File: config.mk
export PLATFORM = sky130hd
export DESIGN_NAME = coin_credit_accumulator_flat
export DESIGN_NICKNAME = d
export VERILOG_FILES = /design/src/rtl/coin_credit_accumulator_if.sv /design/src/rtl/coin_credit_accumulator.sv /design/src/flat_wrapper.sv
export SDC_FILE = /design/constraint.sdc
export NUM_CORES = 1
export LEC_CHECK = 0
export ABC_CLOCK_PERIOD_IN_PS = 6700
export CAP_MARGIN = 20
export CORE_MARGIN = 2
export CORE_UTILIZATION = 40
export DETAILED_ROUTE_END_ITERATION = 7
export PLACE_DENSITY_LB_ADDON = 0.08
export RECOVER_POWER = 25
export SLEW_MARGIN = 10
export SYNTH_ARGS = -nofsm -noshare
export SYNTH_HDL_FRONTEND = slang
export SYNTH_SLANG_ARGS = --single-unit
File: constraint.sdc
create_clock -name clk -period 6.7 [get_ports clk]
set_clock_uncertainty 0.05 [all_clocks]
set_input_delay 1.675 -clock clk [delete_from_list [all_inputs] [get_ports clk]]
set_output_delay 1.675 -clock clk [all_outputs]
set_load 0.005 [all_outputs]
File: src/rtl/coin_credit_accumulator_if.sv
// Coin credit accumulator bus: client/coin/session controls in, credit and
// refund reporting out. The master side drives the request fields, the slave
// side (the accumulator) drives the credit and refund fields.
interface coin_credit_accumulator_if #(
  parameter int CREDIT_W = 32
);
  logic                id_valid;
  logic [8:0]          client_id;
  logic                coin_insert;
  logic [5:0]          coin_in;
  logic [1:0]          currency_type;
  logic                vend_done;
  logic                cancel;
  logic [CREDIT_W-1:0] credit;
  logic                credit_valid;
  logic [8:0]          session_id;
  logic                coin_accept;
  logic                coin_reject;
  logic [CREDIT_W-1:0] refund_amount;
  logic                refund_valid;

  modport master (
    output id_valid, client_id, coin_insert, coin_in, currency_type,
           vend_done, cancel,
    input  credit, credit_valid, session_id, coin_accept, coin_reject,
           refund_amount, refund_valid
  );

  modport slave (
    input  id_valid, client_id, coin_insert, coin_in, currency_type,
           vend_done, cancel,
    output credit, credit_valid, session_id, coin_accept, coin_reject,
           refund_amount, refund_valid
  );
endinterface

File: src/rtl/coin_credit_accumulator.sv
// Coin credit accumulator: opens a client session, converts inserted coins
// into base-unit credit up to a ceiling, and closes the session on vend,
// cancel or inactivity timeout (the latter two refunding the held credit).
// Every output is a register; a coin is judged one cycle after it is
// captured, so its accept/reject pulse lands two cycles after the insert.
module coin_credit_accumulator #(
  parameter int CREDIT_W       = 32,
  parameter int MAX_CLIENTS    = 100,
  parameter int MAX_CREDIT     = 100000,
  parameter int RATE_0         = 1,
  parameter int RATE_1         = 90,
  parameter int RATE_2         = 100,
  parameter int TIMEOUT_CYCLES = 1000
) (
  input  logic                     clk,
  input  logic                     rst_n,
  coin_credit_accumulator_if.slave bus
);

  // Counter only has to reach TIMEOUT_CYCLES-1.
  localparam int TO_W = (TIMEOUT_CYCLES > 1) ? $clog2(TIMEOUT_CYCLES) : 1;

  localparam logic [31:0]         MAX_CLIENTS_U = MAX_CLIENTS;
  localparam logic [CREDIT_W:0]   MAX_CREDIT_U  = (CREDIT_W+1)'(MAX_CREDIT);
  localparam logic [15:0]         RATE_0_U      = 16'(RATE_0);
  localparam logic [15:0]         RATE_1_U      = 16'(RATE_1);
  localparam logic [15:0]         RATE_2_U      = 16'(RATE_2);
  localparam logic [TO_W-1:0]     TO_LAST       = TO_W'(TIMEOUT_CYCLES - 1);
  localparam logic [TO_W-1:0]     TO_ONE        = TO_W'(1);

  typedef enum logic [1:0] {
    S_IDLE,
    S_ACTIVE,
    S_CONVERT
  } state_t;

  state_t              r_state;
  state_t              w_next_state;

  // Registered outputs and datapath state.
  logic [CREDIT_W-1:0] r_credit;
  logic                r_credit_valid;
  logic [8:0]          r_session_id;
  logic                r_coin_accept;
  logic                r_coin_reject;
  logic [CREDIT_W-1:0] r_refund_amount;
  logic                r_refund_valid;
  logic [TO_W-1:0]     r_to_cnt;
  logic [5:0]          r_coin_val;
  logic [1:0]          r_coin_type;

  // Next values for the registers above.
  logic [CREDIT_W-1:0] w_credit_nxt;
  logic                w_credit_valid_nxt;
  logic [8:0]          w_session_id_nxt;
  logic                w_coin_accept_nxt;
  logic                w_coin_reject_nxt;
  logic [CREDIT_W-1:0] w_refund_amount_nxt;
  logic                w_refund_valid_nxt;
  logic [TO_W-1:0]     w_to_cnt_nxt;
  logic [5:0]          w_coin_val_nxt;
  logic [1:0]          w_coin_type_nxt;

  // Coin evaluation terms.
  logic [15:0]         w_rate;
  logic [21:0]         w_product;
  logic [CREDIT_W-1:0] w_value;
  logic [CREDIT_W:0]   w_sum;
  logic                w_coin_ok;
  logic                w_id_ok;
  logic                w_timeout;
  logic                w_abort;

  assign w_id_ok   = ({23'd0, bus.client_id} < MAX_CLIENTS_U);
  assign w_timeout = (r_to_cnt == TO_LAST);
  assign w_abort   = bus.vend_done || bus.cancel;

  // Base units per coin unit for the captured currency; type 3 never credits.
  always_comb begin
    w_rate = 16'd0;
    case (r_coin_type)
      2'd0:    w_rate = RATE_0_U;
      2'd1:    w_rate = RATE_1_U;
      2'd2:    w_rate = RATE_2_U;
      default: w_rate = 16'd0;
    endcase
  end

  assign w_product = {16'd0, r_coin_val} * {6'd0, w_rate};
  assign w_value   = CREDIT_W'(w_product);
  // One extra bit so an overflowing sum can never wrap under the ceiling.
  assign w_sum     = {1'b0, r_credit} + {1'b0, w_value};
  assign w_coin_ok = (r_coin_type != 2'd3) && (r_coin_val != 6'd0) &&
                     (w_sum <= MAX_CREDIT_U);

  // State register; reset drops any open session without refunding it.
  always_ff @(posedge clk or negedge rst_n) begin
    if (!rst_n) begin
      r_state <= S_IDLE;
    end else begin
      r_state <= w_next_state;
    end
  end

  // Session transitions: vend/cancel/timeout close, a coin detours via CONVERT.
  always_comb begin
    w_next_state = r_state;
    case (r_state)
      S_IDLE: begin
        if (bus.id_valid && w_id_ok) begin
          w_next_state = S_ACTIVE;
        end
      end
      S_ACTIVE: begin
        if (w_abort || w_timeout) begin
          w_next_state = S_IDLE;
        end else if (bus.coin_insert) begin
          w_next_state = S_CONVERT;
        end
      end
      S_CONVERT: begin
        if (w_abort) begin
          w_next_state = S_IDLE;
        end else begin
          w_next_state = S_ACTIVE;
        end
      end
      default: w_next_state = S_IDLE;
    endcase
  end

  // Next register values: credit arithmetic, pulses, refunds and idle count.
  always_comb begin
    w_credit_nxt        = r_credit;
    w_session_id_nxt    = r_session_id;
    w_coin_accept_nxt   = 1'b0;
    w_coin_reject_nxt   = 1'b0;
    w_refund_amount_nxt = r_refund_amount;
    w_refund_valid_nxt  = 1'b0;
    w_to_cnt_nxt        = r_to_cnt;
    w_coin_val_nxt      = r_coin_val;
    w_coin_type_nxt     = r_coin_type;
    w_credit_valid_nxt  = (w_next_state != S_IDLE);
    case (r_state)
      S_IDLE: begin
        w_to_cnt_nxt = '0;
        if (bus.coin_insert) begin
          w_coin_reject_nxt = 1'b1;
        end
        if (bus.id_valid && w_id_ok) begin
          w_session_id_nxt = bus.client_id;
          w_credit_nxt     = '0;
        end
      end
      S_ACTIVE: begin
        if (bus.vend_done) begin
          w_credit_nxt = '0;
          w_to_cnt_nxt = '0;
        end else if (bus.cancel || w_timeout) begin
          w_refund_amount_nxt = r_credit;
          w_refund_valid_nxt  = 1'b1;
          w_credit_nxt        = '0;
          w_to_cnt_nxt        = '0;
        end else begin
          w_to_cnt_nxt = r_to_cnt + TO_ONE;
          if (bus.coin_insert) begin
            w_coin_val_nxt  = bus.coin_in;
            w_coin_type_nxt = bus.currency_type;
          end
        end
      end
      S_CONVERT: begin
        if (w_abort) begin
          // The pending coin goes back; the close acts on the pre-coin credit.
          w_coin_reject_nxt = 1'b1;
          w_credit_nxt      = '0;
          w_to_cnt_nxt      = '0;
          if (!bus.vend_done) begin
            w_refund_amount_nxt = r_credit;
            w_refund_valid_nxt  = 1'b1;
          end
        end else if (w_coin_ok) begin
          w_credit_nxt      = w_sum[CREDIT_W-1:0];
          w_coin_accept_nxt = 1'b1;
          w_to_cnt_nxt      = '0;
        end else begin
          w_coin_reject_nxt = 1'b1;
        end
      end
      default: begin
        w_credit_nxt = '0;
        w_to_cnt_nxt = '0;
      end
    endcase
  end

  // Output and datapath registers, cleared asynchronously with the state.
  always_ff @(posedge clk or negedge rst_n) begin
    if (!rst_n) begin
      r_credit        <= '0;
      r_credit_valid  <= 1'b0;
      r_session_id    <= '0;
      r_coin_accept   <= 1'b0;
      r_coin_reject   <= 1'b0;
      r_refund_amount <= '0;
      r_refund_valid  <= 1'b0;
      r_to_cnt        <= '0;
      r_coin_val      <= '0;
      r_coin_type     <= '0;
    end else begin
      r_credit        <= w_credit_nxt;
      r_credit_valid  <= w_credit_valid_nxt;
      r_session_id    <= w_session_id_nxt;
      r_coin_accept   <= w_coin_accept_nxt;
      r_coin_reject   <= w_coin_reject_nxt;
      r_refund_amount <= w_refund_amount_nxt;
      r_refund_valid  <= w_refund_valid_nxt;
      r_to_cnt        <= w_to_cnt_nxt;
      r_coin_val      <= w_coin_val_nxt;
      r_coin_type     <= w_coin_type_nxt;
    end
  end

  assign bus.credit        = r_credit;
  assign bus.credit_valid  = r_credit_valid;
  assign bus.session_id    = r_session_id;
  assign bus.coin_accept   = r_coin_accept;
  assign bus.coin_reject   = r_coin_reject;
  assign bus.refund_amount = r_refund_amount;
  assign bus.refund_valid  = r_refund_valid;

endmodule

File: src/flat_wrapper.sv
// flat-port wrapper written by rule: the top's interface ports become plain ports
module coin_credit_accumulator_flat 
#(
  parameter int CREDIT_W       = 32,
  parameter int MAX_CLIENTS    = 100,
  parameter int MAX_CREDIT     = 100000,
  parameter int RATE_0         = 1,
  parameter int RATE_1         = 90,
  parameter int RATE_2         = 100,
  parameter int TIMEOUT_CYCLES = 1000
)
  (clk, rst_n, bus_id_valid, bus_client_id, bus_coin_insert, bus_coin_in, bus_currency_type, bus_vend_done, bus_cancel, bus_credit, bus_credit_valid, bus_session_id, bus_coin_accept, bus_coin_reject, bus_refund_amount, bus_refund_valid);
  coin_credit_accumulator_if #(.CREDIT_W(CREDIT_W)) bus_i ();
  input  logic clk;
  input  logic rst_n;
  input wire logic [$bits(bus_i.id_valid)-1:0] bus_id_valid;
  input wire logic [$bits(bus_i.client_id)-1:0] bus_client_id;
  input wire logic [$bits(bus_i.coin_insert)-1:0] bus_coin_insert;
  input wire logic [$bits(bus_i.coin_in)-1:0] bus_coin_in;
  input wire logic [$bits(bus_i.currency_type)-1:0] bus_currency_type;
  input wire logic [$bits(bus_i.vend_done)-1:0] bus_vend_done;
  input wire logic [$bits(bus_i.cancel)-1:0] bus_cancel;
  output wire logic [$bits(bus_i.credit)-1:0] bus_credit;
  output wire logic [$bits(bus_i.credit_valid)-1:0] bus_credit_valid;
  output wire logic [$bits(bus_i.session_id)-1:0] bus_session_id;
  output wire logic [$bits(bus_i.coin_accept)-1:0] bus_coin_accept;
  output wire logic [$bits(bus_i.coin_reject)-1:0] bus_coin_reject;
  output wire logic [$bits(bus_i.refund_amount)-1:0] bus_refund_amount;
  output wire logic [$bits(bus_i.refund_valid)-1:0] bus_refund_valid;
  assign bus_i.id_valid = bus_id_valid;
  assign bus_i.client_id = bus_client_id;
  assign bus_i.coin_insert = bus_coin_insert;
  assign bus_i.coin_in = bus_coin_in;
  assign bus_i.currency_type = bus_currency_type;
  assign bus_i.vend_done = bus_vend_done;
  assign bus_i.cancel = bus_cancel;
  assign bus_credit = bus_i.credit;
  assign bus_credit_valid = bus_i.credit_valid;
  assign bus_session_id = bus_i.session_id;
  assign bus_coin_accept = bus_i.coin_accept;
  assign bus_coin_reject = bus_i.coin_reject;
  assign bus_refund_amount = bus_i.refund_amount;
  assign bus_refund_valid = bus_i.refund_valid;
  coin_credit_accumulator #(.CREDIT_W(CREDIT_W), .MAX_CLIENTS(MAX_CLIENTS), .MAX_CREDIT(MAX_CREDIT), .RATE_0(RATE_0), .RATE_1(RATE_1), .RATE_2(RATE_2), .TIMEOUT_CYCLES(TIMEOUT_CYCLES)) u_core (.clk(clk), .rst_n(rst_n), .bus(bus_i));
endmodule
# Word-level counts from Yosys, hierarchy flattened
# Index checks and enable logic that the tools add are counted.
totals:
  register_bits: 97
  input_bits: 23
  out_inout_bits: 77
op_classes:
  addsub: 2
  mul: 1
  n_lt_le_gt_ge: 2
  n_eq_ne: 13
  mux: 34
  n_bitwise: 2
  reduce_logical: 15
op_table:
  columns: ["operator", "n"]
  rows:
  - ["32-bit two-way mux", 9]
  - ["32-bit one-hot mux with 3 select lines", 1]
  - ["32-bit one-hot mux with 2 select lines", 1]
  - ["10-bit two-way mux", 4]
  - ["32-bit by 22-bit adder with 33-bit output", 1]
  - ["33-bit by 17-bit <= comparator with 1-bit output (second input constant)", 1]
  - ["7-bit one-hot mux with 3 select lines", 1]
  - ["10-bit one-hot mux with 2 select lines", 1]
  - ["6-bit by 7-bit multiplier with 13-bit output", 1]
  - ["1-bit two-way mux", 11]
  - ["10-bit by 1-bit adder with 10-bit output (second input constant)", 1]
  - ["10-bit == test (second input constant)", 1]
  - ["9-bit by 7-bit less-than comparator with 1-bit output (second input constant)", 1]
  - ["2-bit two-way mux", 3]
  - ["2-bit by 1-bit != test with 1-bit output (second input constant)", 3]
  - ["2-bit != test (second input constant)", 3]
  - ["2-bit one-hot mux with 3 select lines", 1]
  - ["6-bit nonzero test", 1]
  - ["5-bit AND reduction", 1]
  - ["2-bit by 1-bit == test with 1-bit output (second input constant)", 2]
  - ["2-bit == test (second input constant)", 2]
  - ["2-bit logical NOT", 2]
  - ["1-bit one-hot mux with 2 select lines", 2]
  - ["4-bit AND reduction", 1]
  - ["other kinds (8)", 14]

# Logic depth before layout (Yosys ltp)
depth:
  word_depth: 9
  mapped_depth: 34
  mapped_depth_nobuf: 31

# Least setup slack after synthesis
# OpenSTA, ideal clock, no wires.
synth_path:
  kind: "register to register"
  start: "register u_core.r_coin_type[1]"
  end: "register u_core.r_coin_reject (netlist: u_core.bus.coin_reject)"
  setup_ns: 0.124
  t_arrival_ns: 6.644
  required_ns: 6.526
  setup_slack_ns: -0.118
  path_stages_with_launch: 34
  n_path_buf: 3
  cell_sequence: "dfrtp_1 inv_1 ha_1 nand2_1 inv_1 fa_1 inv_1 fa_1 fa_1 inv_1 ha_1 a21oi_1 o21bai_1 a21oi_1 nor2b_1 o21a_1 o21ai_0 nand2b_1 a21oi_1 xor2_1 ha_1 nand2_1 nor2_1 o211ai_1 and3_1 clkbuf_1 o31ai_1 nand4_1 or4b_1 buf_2 or3_1 buf_6 o31ai_1 nand2_1"
synth_via:
  elab_chain_len: 9
  word_cells_on_any_way: 13
  classes_between: "add/sub (1); mul (1); order compare (1); eq/ne (3); mux (4); reduce/logical (3)"
synth_rtl:
  columns: ["item", "line", "source"]
  rows:
  - ["start: declaration", "coin_credit_accumulator.sv:50", "logic [1:0] r_coin_type;"]
  - ["start signal: assignment", "coin_credit_accumulator.sv:220", "r_coin_type <= w_coin_type_nxt;"]
  - ["2-bit == test, or another cell as far along", "coin_credit_accumulator.sv:81", "case (r_coin_type)"]
  - ["7-bit one-hot mux with 3 select lines", "coin_credit_accumulator.sv:81", null]
  - ["6-bit by 7-bit multiplier with 13-bit output", "coin_credit_accumulator.sv:89", "assign w_product = {16'd0, r_coin_val} * {6'd0, w_rate};"]
  - ["32-bit by 22-bit adder with 33-bit output", "coin_credit_accumulator.sv:92", "assign w_sum = {1'b0, r_credit} + {1'b0, w_value};"]
  - ["33-bit by 17-bit <= comparator with 1-bit output", "coin_credit_accumulator.sv:94", "(w_sum <= MAX_CREDIT_U);"]
  - ["1-bit logical AND (*)", "coin_credit_accumulator.sv:93", "assign w_coin_ok = (r_coin_type != 2'd3) && (r_coin_val != 6'd0) &&"]
  - ["1-bit two-way mux (*)", "coin_credit_accumulator.sv:182", "end else if (w_coin_ok) begin"]
  - ["1-bit two-way mux (*)", "coin_credit_accumulator.sv:173", "if (w_abort) begin"]
  - ["1-bit one-hot mux with 2 select lines (*)", "coin_credit_accumulator.sv:144", "case (r_state)"]
  - ["via u_core.w_coin_reject_nxt", "coin_credit_accumulator.sv:57", "logic w_coin_reject_nxt;"]
  - ["end signal: assignment", "coin_credit_accumulator.sv:215", "r_coin_reject <= w_coin_reject_nxt;"]
  - ["end: declaration", "coin_credit_accumulator.sv:45", "logic r_coin_reject;"]
# The timed path passes the listed nets; every way through them passes the cells marked *.
# A chain may end at the register's enable or synchronous reset.

# Worst setup path after layout
# Same ends and word-level chain as after synthesis.

==> results.txt <==
* Violations in the final reports: max-capacitance violations, max-slew violations
- Net Count, Synth: 735
- In this run the number of cells on the critical path is 29.
- Leading cell types by total area after synthesis: sky130_fd_sc_hd__dfrtp_1 38%, sky130_fd_sc_hd__ha_1 9.3%, sky130_fd_sc_hd__mux2_2 7.7%
* Worst Tran Pin Value: ~2.7 ns
- # setup viols final: 0
- Number of DRC violations after detailed-routing iteration 0: a little over 300
- The initialized floorplan defines 46 standard-cell rows.
- Slew margin rel.: -79.5%
* GR Layer Usage met3: roughly 4.8%
- Setup repair after global routing could not meet its margin everywhere.
* Number of hold violations in the final report: 0
- Post-Layout Inst Area: 9040 µm²
- 0 antenna diodes ended up in the layout.
* Number of flops mapped to enable cells by yosys: 0
- CTS tree: done
* Worst-path fanout max: 6
* Area of placed instances: 8210 µm²
- In this run, CTS created clock tree buffers numbering 9.
* Run status: complete, but fails checks
- Global routing used 20.7% of the available tracks across all layers.
- The post-route netlist has 27.4% of its cells at a drive strength greater than 1.
- Async set-or-reset flop fraction in the synthesized netlist: between 90% and 100%
- Highest clock rate: 150 MHz
- The first TritonRoute pass finished after 4 iterations.
- Layout Area Growth over Synthesis: 40.5%
- For this block, the routed nets add up to between 15 and 20 mm of wire.
- In the global route stage, met1 resource usage came out at 28.9%.
* Number of nets in the finished design: 917
* Max_cap viols: 1
- STA classifies the critical path endpoint as a register.
- Final core utilization: 57.1%
* Slowest stage delay, CP: 0.58 ns
- Register area share after synthesis: 37.7%
- The synthesized netlist contains 59 unique library cells.
- Kind of start point of the critical path: register
* Cts-stage hold buffer count: 0
- DPL Wire Length: roughly 13 mm
- Port buffering added slightly below 100 buffers.
* Root Buffer: sky130_fd_sc_hd__clkbuf_16
* Antenna violations before repair: 0
- DR DRC count: 0
* Worst path bufs/invs: 7
- The cell area that synthesis handed to floorplanning was 6430 µm².
- Among all flip-flop cells after synthesis, the most frequent one is sky130_fd_sc_hd__dfrtp_1.
- Among all stages on the critical path, the largest delay is contributed by sky130_fd_sc_hd__or4b_4.
* Fill cell instance count of the final layout: 1391
* Mean routed wirelength per cell: between 15 and 20 µm
- Overflow left after global routing: 0
- Clock network latency to the later pin of the worst-skew pair: roughly 0.36 ns
- The critical path is of the register to register type.
- Across all layers, the routed design uses 5414 vias.
* Data arrival time of the critical path: 6.85 ns
- Wire length of the first global-routing pass: between 20 and 30 mm
- Static Leakage: 4.24 nW
- The most numerous cell type found on the critical path is sky130_fd_sc_hd__fa_1.
- Post-detailed-route count of antenna-violating nets: 0
- CTS saw 97 sinks.
- 100 I/O pins were placed.
* Max IR drop VDD: roughly 0.22 mV
- The final count of pins violating max slew came to 49.
* Number of synthesized register bits: 97
- Routability-driven placement finished with a final weighted congestion of 0.881.
- Level count of the clock H-tree: 3
* Clock slew at the register clock pins of the worst setup and hold paths: ~0.07 ns
- Cell taking the most area after synthesis: sky130_fd_sc_hd__dfrtp_1
* Path type of the worst min-delay path: register to register
- Average size of a mapped cell: around 10 µm²
- Ratio of routed vias to standard cells: 5.17
- For the worst flop-to-flop path, the logic depth is 29.
- Via count of the first global-routing pass: 5360
- For this run, the number of Yosys warnings is 0.
* Final critical-path required period: 6.66 ns
* Core area: roughly 16000 µm²
- Overall power consumption after layout is estimated at about 0.0037 W.
- The worst hold path passes through 2 cells.
- Final worst path period share: between 90% and 100%
* Routing usage on met2: between 30 and 40%
- Gate Count Post-Synth: 645
- Once the floorplan was initialized, standard cells occupied 40.6% of the core.
- The layer flagged by global routing as most heavily used is met2.
* P per Cell Area: 408 nW/µm²
- Entering global routing, the biggest net connects 51 pins.
- In this run the biggest area consumer among cell types represents 37.7% of the synthesized area.
* Full die area: ~17000 µm²
* Gate family responsible for the most delay along the worst path: adder cells
- Data on the critical path is required at its endpoint by 6.89 ns.
* Maximum clock insertion buffer count: 2
* Vertical die dimension: roughly 130 µm
- Die extent in x: 131 µm
where the power goes:
| group | switching (W) | internal [W] |
|---|---|---|
| Clock | 0.000235 | 0.000340 |
| Combinational | 0.00123 | 0.00117 |
| Sequential | 0.0000568 | 0.000649 |
worst paths after layout:
check / slack (ns) / end / from
min in group asynchronous: 2.12 / u_core.bus.refund_amount[1] / rst_n
max in group asynchronous: 2.13 / u_core.r_to_cnt[0] / rst_n
worst min-delay path: 0.44 / u_core.bus.refund_amount[24] / u_core.bus.refund_amount[24]
worst min register to register: 0.44 / u_core.bus.refund_amount[24] / u_core.bus.refund_amount[24]
worst max-delay path: 0.04 / u_core.bus.coin_reject / u_core.r_coin_type[1]
worst max register to register: 0.04 / u_core.bus.coin_reject / u_core.r_coin_type[1]
area by class of cell:
class / count / area, µm² / area share [%]
tap: 216 / 270 / 2.99
sequential: 97 / 2430 / 26.9
timing repair buffer: 191 / 1720 / 19.1
inverter: 49 / 184 / 2.03
multi-input combinational: 479 / 4110 / 45.4
clock buffer: 11 / 243 / 2.69
clock inverter: 5 / 86.3 / 0.955
sequential cells by signal (all words and copies together) (netlist names):
signal	cells
u_core.bus.coin_accept	1
u_core.bus.coin_reject	1
u_core.bus.credit	32
u_core.bus.credit_valid	1
u_core.bus.refund_amount	32
u_core.bus.refund_valid	1
u_core.bus.session_id	9
u_core.r_coin_type	2
u_core.r_coin_val	6
u_core.r_state	2
u_core.r_to_cnt	10
repair_timing:
| item | 4_1_cts | 5_1_grt |
|---|---|---|
| gates resized for setup | 46 | 45 |
| pin swaps | 39 | 25 |
| setup buffers | 6 | 7 |
| endpoints found under the setup margin | 30 | 30 |
| cloned | 1 | 0 |
metrics by stage:
step                setup slack, ns  hold slack (ns)  cells  setup TNS, ns
floorplan                   0.00859            0.423    645              0
global placement             -0.368            0.414   1019          -8.80
detailed placement           -0.545            0.424   1019         -13.49
CTS                         -0.0743            0.444   1041         -0.455
global route                 -0.292            0.463   1048          -7.20
finish                       0.0411            0.441   1048              0
cells in the final DEF, fill, tap and decap left out, types with 6 or more instances in the layout:
| master | count |
|---|---|
| sky130_fd_sc_hd__a21oi_2 | 8 |
| sky130_fd_sc_hd__o211ai_1 | 6 |
| sky130_fd_sc_hd__nand4_1 | 8 |
| sky130_fd_sc_hd__a21o_1 | 15 |
| sky130_fd_sc_hd__inv_2 | 7 |
| sky130_fd_sc_hd__a22o_1 | 16 |
| sky130_fd_sc_hd__nand3_1 | 13 |
| sky130_fd_sc_hd__clkbuf_16 | 9 |
| sky130_fd_sc_hd__nand2_1 | 55 |
| sky130_fd_sc_hd__fa_1 | 18 |
| sky130_fd_sc_hd__xnor2_1 | 17 |
| sky130_fd_sc_hd__o21ai_0 | 14 |
| sky130_fd_sc_hd__dfrtp_1 | 97 |
| sky130_fd_sc_hd__nor2b_1 | 15 |
| sky130_fd_sc_hd__clkdlybuf4s50_1 | 97 |
| sky130_fd_sc_hd__and2_1 | 17 |
| sky130_fd_sc_hd__inv_1 | 42 |
| sky130_fd_sc_hd__o21ai_1 | 7 |
| sky130_fd_sc_hd__nand2_2 | 6 |
| sky130_fd_sc_hd__buf_4 | 81 |
| sky130_fd_sc_hd__nor3_1 | 11 |
| sky130_fd_sc_hd__ha_4 | 9 |
| sky130_fd_sc_hd__a21oi_1 | 19 |
| sky130_fd_sc_hd__ha_1 | 37 |
| sky130_fd_sc_hd__nor2_1 | 33 |
| sky130_fd_sc_hd__xor2_1 | 8 |
| sky130_fd_sc_hd__mux2_2 | 44 |
| sky130_fd_sc_hd__buf_6 | 8 |
metal layers:
metal / part of all wire [%] / wire [µm]
met3: 4.5 / 768
met1: 48 / 8060
met4: 1.5 / 260
met2: 46 / 7840
met5: 0 / 0
worst reg2reg max path: cells and delay by family (launching register included):
family	cells	cell delay, ns
adder cells (fa/ha/maj)	6	2.35
flip-flops	1	0.40
XOR/XNOR	1	0.15
AND/OR/NAND/NOR	9	1.75
multiplexers	1	0.19
buffers and inverters	7	0.79
AO/OA/AOI/OAI	5	0.85
cell usage after synthesis, types with 16 or more instances:
| cell type | count |
|---|---|
| sky130_fd_sc_hd__fa_1 | 19 |
| sky130_fd_sc_hd__and2_1 | 23 |
| sky130_fd_sc_hd__nand2_1 | 63 |
| sky130_fd_sc_hd__a22o_1 | 16 |
| sky130_fd_sc_hd__dfrtp_1 | 97 |
| sky130_fd_sc_hd__mux2_2 | 44 |
| sky130_fd_sc_hd__a21oi_1 | 28 |
| sky130_fd_sc_hd__o21ai_0 | 20 |
| sky130_fd_sc_hd__xnor2_1 | 19 |
| sky130_fd_sc_hd__ha_1 | 48 |
| sky130_fd_sc_hd__inv_1 | 49 |
| sky130_fd_sc_hd__nor2_1 | 38 |
logic make-up after synthesis:
family          after synthesis  synth area share (%)
buf+inv                      69                  4.42
xor+xnor                     28                  3.81
mux                          48                  8.33
simple gates                212                  17.1
flops                        97                  37.7
fa+ha+maj                    67                  15.3
compound gates              124                  13.3
(Power assumes the default switching activity.)
